$ cat src/rtl/text_addr_pipe.sv
// rtl/text_addr_pipe.sv - pixel to character-cell address pipeline with frame-synchronous scroll (optional cursor: TEXT_CURSOR_EN)
module text_addr_pipe #(
   parameter int CHAR_W = 9,
   parameter int CHAR_H = 16,
   parameter int COLS   = 70,
   parameter int ROWS   = 30,
   parameter int H_W    = 10,
   parameter int ADDR_W = 12
) (
   input  logic                      clk,
   input  logic                      rst_i,
   input  logic                      pix_valid_i,
   input  logic [H_W-1:0]            h_addr_i,
   input  logic [H_W-1:0]            v_addr_i,
   input  logic [$clog2(ROWS)-1:0]   scroll_top_i,
   input  logic                      scroll_load_i,
`ifdef TEXT_CURSOR_EN
   input  logic [$clog2(ROWS)-1:0]   cur_row_i,
   input  logic [$clog2(COLS)-1:0]   cur_col_i,
   output logic                      cursor_on_o,
`endif
   output logic                      scroll_ack_o,
   output logic [ADDR_W-1:0]         vgamem_addr_o,
   output logic [$clog2(CHAR_W)-1:0] x_in_o,
   output logic [$clog2(CHAR_H)-1:0] y_in_o,
   output logic                      blank_o,
   output logic                      out_valid_o
);

   localparam int RW = $clog2(ROWS);
   localparam int XW = $clog2(CHAR_W);
   localparam int YW = $clog2(CHAR_H);

   // Stage 1 state: running cell counters, last seen row, scroll registers
   logic [XW-1:0]  xc_q, xc_d;
   logic [YW-1:0]  yc_q, yc_d;
   logic [H_W-1:0] col_q, col_d;
   logic [H_W-1:0] row_q, row_d;
   logic [H_W-1:0] last_v_q, last_v_d;
   logic [RW-1:0]  top_q, top_d;
   logic [RW-1:0]  pend_q, pend_d;
   logic           pend_v_q, pend_v_d;
   logic           ack_d;
   logic           valid_s1_q;
   logic           commit;
   logic [RW-1:0]  top_req;

   // Stage 2 combinational mapping
   logic [RW:0]       phys_sum;
   logic [RW-1:0]     phys_row;
   logic [ADDR_W-1:0] row_x_cols;
   logic [ADDR_W-1:0] addr_s;
   logic              blank_s;

   assign commit  = pix_valid_i && (h_addr_i == '0) && (v_addr_i == '0);
   assign top_req = ({1'b0, scroll_top_i} >= (RW+1)'(ROWS)) ? RW'(ROWS - 1) : scroll_top_i;

   // Cell counters advance on valid pixels and resync on line/frame start
   always_comb begin
      xc_d     = xc_q;
      col_d    = col_q;
      yc_d     = yc_q;
      row_d    = row_q;
      last_v_d = last_v_q;
      if (pix_valid_i) begin
         last_v_d = v_addr_i;
         if (h_addr_i == '0) begin
            xc_d  = '0;
            col_d = '0;
         end else if (xc_q == XW'(CHAR_W - 1)) begin
            xc_d  = '0;
            col_d = col_q + 1'b1;
         end else begin
            xc_d = xc_q + 1'b1;
         end
         if (v_addr_i == '0) begin
            yc_d  = '0;
            row_d = '0;
         end else if (v_addr_i != last_v_q) begin
            if (yc_q == YW'(CHAR_H - 1)) begin
               yc_d  = '0;
               row_d = row_q + 1'b1;
            end else begin
               yc_d = yc_q + 1'b1;
            end
         end
      end
   end

   // Scroll request is held pending and only applied at the frame origin pixel
   always_comb begin
      top_d    = top_q;
      pend_d   = pend_q;
      pend_v_d = pend_v_q;
      ack_d    = 1'b0;
      if (scroll_load_i) begin
         pend_d   = top_req;
         pend_v_d = 1'b1;
      end
      if (commit) begin
         if (scroll_load_i) begin
            top_d    = top_req;
            ack_d    = 1'b1;
            pend_v_d = 1'b0;
         end else if (pend_v_q) begin
            top_d    = pend_q;
            ack_d    = 1'b1;
            pend_v_d = 1'b0;
         end
      end
   end

   // Register stage 1 counters and scroll state
   always_ff @(posedge clk) begin
      if (rst_i) begin
         xc_q         <= '0;
         yc_q         <= '0;
         col_q        <= '0;
         row_q        <= '0;
         last_v_q     <= '0;
         top_q        <= '0;
         pend_q       <= '0;
         pend_v_q     <= 1'b0;
         scroll_ack_o <= 1'b0;
         valid_s1_q   <= 1'b0;
      end else begin
         xc_q         <= xc_d;
         yc_q         <= yc_d;
         col_q        <= col_d;
         row_q        <= row_d;
         last_v_q     <= last_v_d;
         top_q        <= top_d;
         pend_q       <= pend_d;
         pend_v_q     <= pend_v_d;
         scroll_ack_o <= ack_d;
         valid_s1_q   <= pix_valid_i;
      end
   end

   // Circular row mapping and row*COLS+col as a shift-add over the set bits of COLS
   always_comb begin
      phys_sum = {1'b0, row_q[RW-1:0]} + {1'b0, top_q};
      if (phys_sum >= (RW+1)'(ROWS)) begin
         phys_row = RW'(phys_sum - (RW+1)'(ROWS));
      end else begin
         phys_row = phys_sum[RW-1:0];
      end
      row_x_cols = '0;
      for (int b = 0; b < ADDR_W; b++) begin
         if (((COLS >> b) & 1) != 0) begin
            row_x_cols = row_x_cols + (ADDR_W'(phys_row) << b);
         end
      end
      blank_s = (col_q >= H_W'(COLS)) || (row_q >= H_W'(ROWS));
      addr_s  = blank_s ? '0 : (row_x_cols + ADDR_W'(col_q));
   end

   // Register stage 2 outputs
   always_ff @(posedge clk) begin
      if (rst_i) begin
         vgamem_addr_o <= '0;
         x_in_o        <= '0;
         y_in_o        <= '0;
         blank_o       <= 1'b0;
         out_valid_o   <= 1'b0;
      end else begin
         vgamem_addr_o <= addr_s;
         x_in_o        <= xc_q;
         y_in_o        <= yc_q;
         blank_o       <= blank_s;
         out_valid_o   <= valid_s1_q;
      end
   end

`ifdef TEXT_CURSOR_EN
   localparam int CW = $clog2(COLS);
   logic [4:0] blink_cnt_q;
   logic       blink_q;
   logic       cursor_s;

   assign cursor_s = (phys_row == cur_row_i)
                  && (col_q == {{(H_W-CW){1'b0}}, cur_col_i})
                  && (yc_q >= YW'(CHAR_H - 2))
                  && blink_q && !blank_s;

   // Blink phase flips once every 32 frame origins
   always_ff @(posedge clk) begin
      if (rst_i) begin
         blink_cnt_q <= '0;
         blink_q     <= 1'b1;
         cursor_on_o <= 1'b0;
      end else begin
         if (commit) begin
            blink_cnt_q <= blink_cnt_q + 1'b1;
            if (blink_cnt_q == 5'd31) begin
               blink_q <= ~blink_q;
            end
         end
         cursor_on_o <= cursor_s;
      end
   end
`endif

endmodule

$ cat config.mk
export PLATFORM = sky130hd
export DESIGN_NAME = text_addr_pipe
export DESIGN_NICKNAME = d
export VERILOG_FILES = /design/src/rtl/text_addr_pipe.sv
export SDC_FILE = /design/constraint.sdc
export NUM_CORES = 1
export LEC_CHECK = 0
export CAP_MARGIN = 20
export CELL_PAD_IN_SITES_DETAIL_PLACEMENT = 1
export CELL_PAD_IN_SITES_GLOBAL_PLACEMENT = 1
export CORE_MARGIN = 4
export CORE_UTILIZATION = 42
export DETAILED_ROUTE_END_ITERATION = 12
export GPL_TIMING_DRIVEN = 1
export PLACE_DENSITY_LB_ADDON = 0.1
export SLEW_MARGIN = 20
export SYNTH_ARGS = -nofsm -noshare
export SYNTH_HDL_FRONTEND = slang
export SYNTH_SLANG_ARGS = --single-unit
export TNS_END_PERCENT = 50
$ cat constraint.sdc
create_clock -name clk -period 5.5 [get_ports clk]
set_clock_uncertainty 0.15 [all_clocks]
set_input_delay 0.825 -clock clk [delete_from_list [all_inputs] [get_ports clk]]
set_output_delay 0.825 -clock clk [all_outputs]
set_load 0.05 [all_outputs]
# Word-level counts from Yosys, hierarchy flattened
# Cells that the tools add are included.
# word_totals
ff_bits	73
inputBits	29
elab_cells	67
# op_classes
addsub	9
n_lt_le_gt_ge	4
n_eq_ne	3
mux	20
bitwise	1
n_reduce_logical	15
# ops
operator	count
$mux 10	5
$add 10x1->10 const B	2
$logic_not 10->1	2
$mux 4	5
$mux 5	4
$add 12x10->12	1
$add 8x11->12	1
$ge 10x5->1 const B	1
$ge 10x7->1 const B	1
$ne 10x10->1	1
$add 4x1->4 const B	2
$add 6x7->8	1
$eq 4x4->1 const B	2
$reduce_bool 2->1	4
$add 5x5->6	1
$ge 6x5->1 const B	1
$mux 1	6
$reduce_and 2->1	3
$ge 5x5->1 const B	1
$sub 5x5->5 const B	1
$reduce_or 2->1	2
$reduce_and 3->1	1
$logic_and 1x1->1	2
$logic_or 1x1->1	1
$not 1->1	1

# Logic depth before layout (Yosys ltp)
# depth
word_depth	6
depth_mapped	19
ltp_nobuf	19

# Worst setup path before layout
# Ideal clock, no wire load.
# synth_timing
path_kind	flip-flop to flip-flop
from	register row_q[0]
to	register vgamem_addr_o[10]
arrival_time_ns	3.758
t_required_ns	5.226
path_slack_ns	1.468
stages_incl_launch_ff	20
path_buffers	0
path_cell_list	dfxtp_1 -> ha_1 -> fa_1 -> a21o_1 -> a21oi_1 -> xnor2_1 -> nor2b_1 -> a21oi_1 -> a21oi_1 -> fa_1 -> inv_1 -> ha_1 -> inv_1 -> fa_1 -> nor2b_1 -> o21ai_0 -> a21o_1 -> a31oi_1 -> xnor2_1 -> nor2_1
# synth_between
elab_chain_len	6
word_cells_on_any_way	10
classes_between	add/sub (5); order compare (2); mux (1); reduce/logical (2)
# synth_rtl
element	line	text
from (decl)	38	logic [H_W-1:0] row_q, row_d;
from (signal assigned)	130	row_q <= row_d;
$add 5x5->6	142	phys_sum = {1'b0, row_q[RW-1:0]} + {1'b0, top_q};
$sub 5x5->5 or $ge 6x5->1 (tied branches)	144, 143	
$mux 5	143	if (phys_sum >= (RW+1)'(ROWS)) begin
$add 6x7->8	151	row_x_cols = row_x_cols + (ADDR_W'(phys_row) << b);
$add 8x11->12	151	
$add 12x10->12	155	addr_s = blank_s ? '0 : (row_x_cols + ADDR_W'(col_q));
to (signal assigned)	167	vgamem_addr_o <= addr_s;
to (decl)	23	output logic [ADDR_W-1:0] vgamem_addr_o,
# Parallel ways exist; a longest one is shown, timed or not.
# A chain may end at the register's enable or synchronous reset.

# Final worst setup path
# layout_timing
from	register row_q[0]
to	register vgamem_addr_o[11]
# Same word-level chain as after synthesis.

==> impl_metrics.ini <==
[clock_network]
clkTransAtPathRegs_ns = 0.08
root_buffer = clkbuf_8
cts.sinks = 73
post_cts_buffers = 0
cts-hold-fix-buffers = 0
insertion_delay_ns = 0.34
cts_made_buffers = 9
clockBufferDepth = 2
cts_resized = 0
cts_tree = done
htreeDepth = 3

[setup_path]
worstSetupPathType = register to register
crit_path_cell_trace = ha_1, fa_1, a21o_1, a21oi_1, xnor2_1, nor2b_1, a21oi_1, o22ai_1, fa_1, inv_1, ha_1, a211oi_1, nor2_1, o31ai_1, a21oi_1, o21ai_0, a21oi_1
cp-start-kind = register
path_buf_inv = 1
max_stage_delay_ns = 0.56
crit_slowest_cell = fa_1
critPathMaxFanout = 4
required_ns = 5.57
crit_top_cell = a21oi_1
cp.arrival_ns = 4.52
end_kind = register
path_delay_family = compound AO/OA/AOI/OAI gates

[routing]
drtIter0Drc = 100
wl_per_cell_um = 15.8
routed_wl_mm = 9.48
dr.pass1.iters = 4
final_antenna_net_count = 0
num_vias = 3242
route.detailed.drc = 0
vias_per_cell = 5.40

[die]
die_area_um2 = 10700
die-width_um = 103
start_util_pct = 43.4
io_pins = 52
rows = 34
die_y_um = 103
core-area_um2 = 8760

[sta]
slew-limit-headroom_pct = 30.7
setup_violations = 0
rsz0062_at_grt = false
finalCritPeriodShare_pct = 80.9
hold_viol = 0
max_freq_ghz = 0.225
tightest_slew_ns = 1.04
min_period_ns = 4.45
fin_tns_setup_ns = 0
report.final.slew_viol_count = 0

[yosys]
synthTopCellsByArea = dfxtp_1, ha_1, nor2_1
synth_area_um2 = 3810
synth.distinct_cells = 51
synth_flop_cell = dfxtp_1
yosysTopAreaCell = dfxtp_1
synth_top_area_share_pct = 38.4
async_flop_share_pct = 0
ys_ff_latch = 73
synth_common_cells = dfxtp_1, nor2_1, nand2_1
yosysSeqAreaShare_pct = 38.4
synth_most_common_cell = dfxtp_1
synth_nets = 497
synth_edf_count = 0
syn_avg_cell_area_um2 = 8.75
yosys_warnings = 0
syn_inst = 435

[power]
power_frac_comb_pct = 7.3
p_seq_share_pct = 49.7
power_switching_share_pct = 23.0
p_leak_nw = 1.87
peakVddDrop_v = 0.000192
power_mw = 1.10
p_switching_uw = 254
intPower_uw = 848
p_clk_share_pct = 43.0
power_density_nw_per_um2 = 238

[outcome]
status = completed

[layout]
nets = 549
drive_above_1_share_pct = 6.50
n_antenna_cell = 0
fin_util_pct = 52.9
final_cell_area_um2 = 4640
synthToLayoutAreaGrowth_pct = 21.8

[worst_hold_path]
min_path_type = register to register

[grt]
grt_max_degree = 50
gr-total-overflow = 0
track_usage_pct = 19.3
grt_pass1_wl_mm = 16.2
first_global_vias = 3468
antenna_found_initial = 0

[flow_run]
cap_violations = 0

[placed_design]
place_congestion = 0.831
placed_area_um2 = 4420
hpwl_mm = 7.07
io_buffers = 51
routing by layer:
metal,track usage [%],part of all wire [%],up-vias
li1,-,-,1617
met1,24.6,46,1557
met2,32.6,49,57
met3,3.96,3.5,11
met4,6.77,1.2,0
met5,0,0,-
kinds of logic (layout without fill, tap and decap cells):
logic type	after synthesis	in the layout	synth area share (%)
and+or+nand+nor	169	169	22.7
AOI/OAI and AO/OA	83	83	13.2
DFF	73	73	38.4
buffers and inverters	38	95	3.94
adders and majority gates	33	33	12.2
xor gates and xnor gates	23	23	5.29
muxes	16	16	4.24
through the flow:
stage | setup WS [ns] | hold WS, ns | cells
6_report | 1.05 | 0.317 | 600
5_1_grt | 0.760 | 0.340 | 600
2_1_floorplan | 1.47 | 0.264 | 435
3_3_place_gp | 1.28 | 0.275 | 584
4_1_cts | 1.08 | 0.323 | 600
3_5_place_dp | 1.09 | 0.310 | 584
layout make-up:
| class | instances | area (um2) |
|---|---|---|
| sequential | 73 | 1460 |
| inverter | 26 | 97.6 |
| timing repair buffer | 53 | 526 |
| multi-input combinational | 324 | 2200 |
| tap | 108 | 135 |
| fill | 1034 | 4130 |
| clock buffer | 11 | 141 |
| clock inverter | 5 | 78.8 |
layout by cell type (no fill, tap or decap), drive strengths merged, types with 4 or more instances in the layout:
cell / n
a21o: 6
a21oi: 30
a31oi: 5
and3: 6
clkbuf: 11
clkdlybuf4s50: 51
dfxtp: 73
fa: 7
ha: 26
inv: 26
mux2i: 15
nand2: 32
nand3: 9
nand3b: 5
nand4: 8
nor2: 56
nor2b: 10
nor3: 13
nor4: 8
o21ai: 23
or3: 5
xnor2: 19
xor2: 4
path summary, 6_finish.rpt:
check | startpoint | endpoint | slack [ns] | cells past startpoint
setup / recovery | row_q[0] | vgamem_addr_o[11] | 1.05 | 17
hold / removal | valid_s1_q | out_valid_o | 0.32 | 1
setup reg to reg | row_q[0] | vgamem_addr_o[11] | 1.05 | 17
hold reg to reg | valid_s1_q | out_valid_o | 0.32 | 1
worst register-to-register path, delay by kind of cell, from the launching register on:
family / cells / cell delay (ns)
DFF: 1 / 0.35
buffers and inverters: 1 / 0.06
xor gates and xnor gates: 1 / 0.13
AOI/OAI and AO/OA: 9 / 1.83
adders and majority gates: 4 / 1.53
and+or+nand+nor: 2 / 0.28
sequential cells by signal (all words and copies together), names as in the netlist, 5 cells and up:
name / cells
last_v_q: 10
col_q: 10
top_q: 5
row_q: 10
pend_q: 5
vgamem_addr_o: 12
power groups by stage:
stage,logic [mW],registers (mW),clock network (mW)
final,0.0807,0.547,0.474
after floorplan,0.0396,0.564,0
after detailed placement,0.0820,0.559,0
after global placement,0.0796,0.558,0
after global routing,0.0894,0.549,0.520
after CTS,0.0822,0.547,0.490
Note: power is estimated with default switching activity, not from simulation.
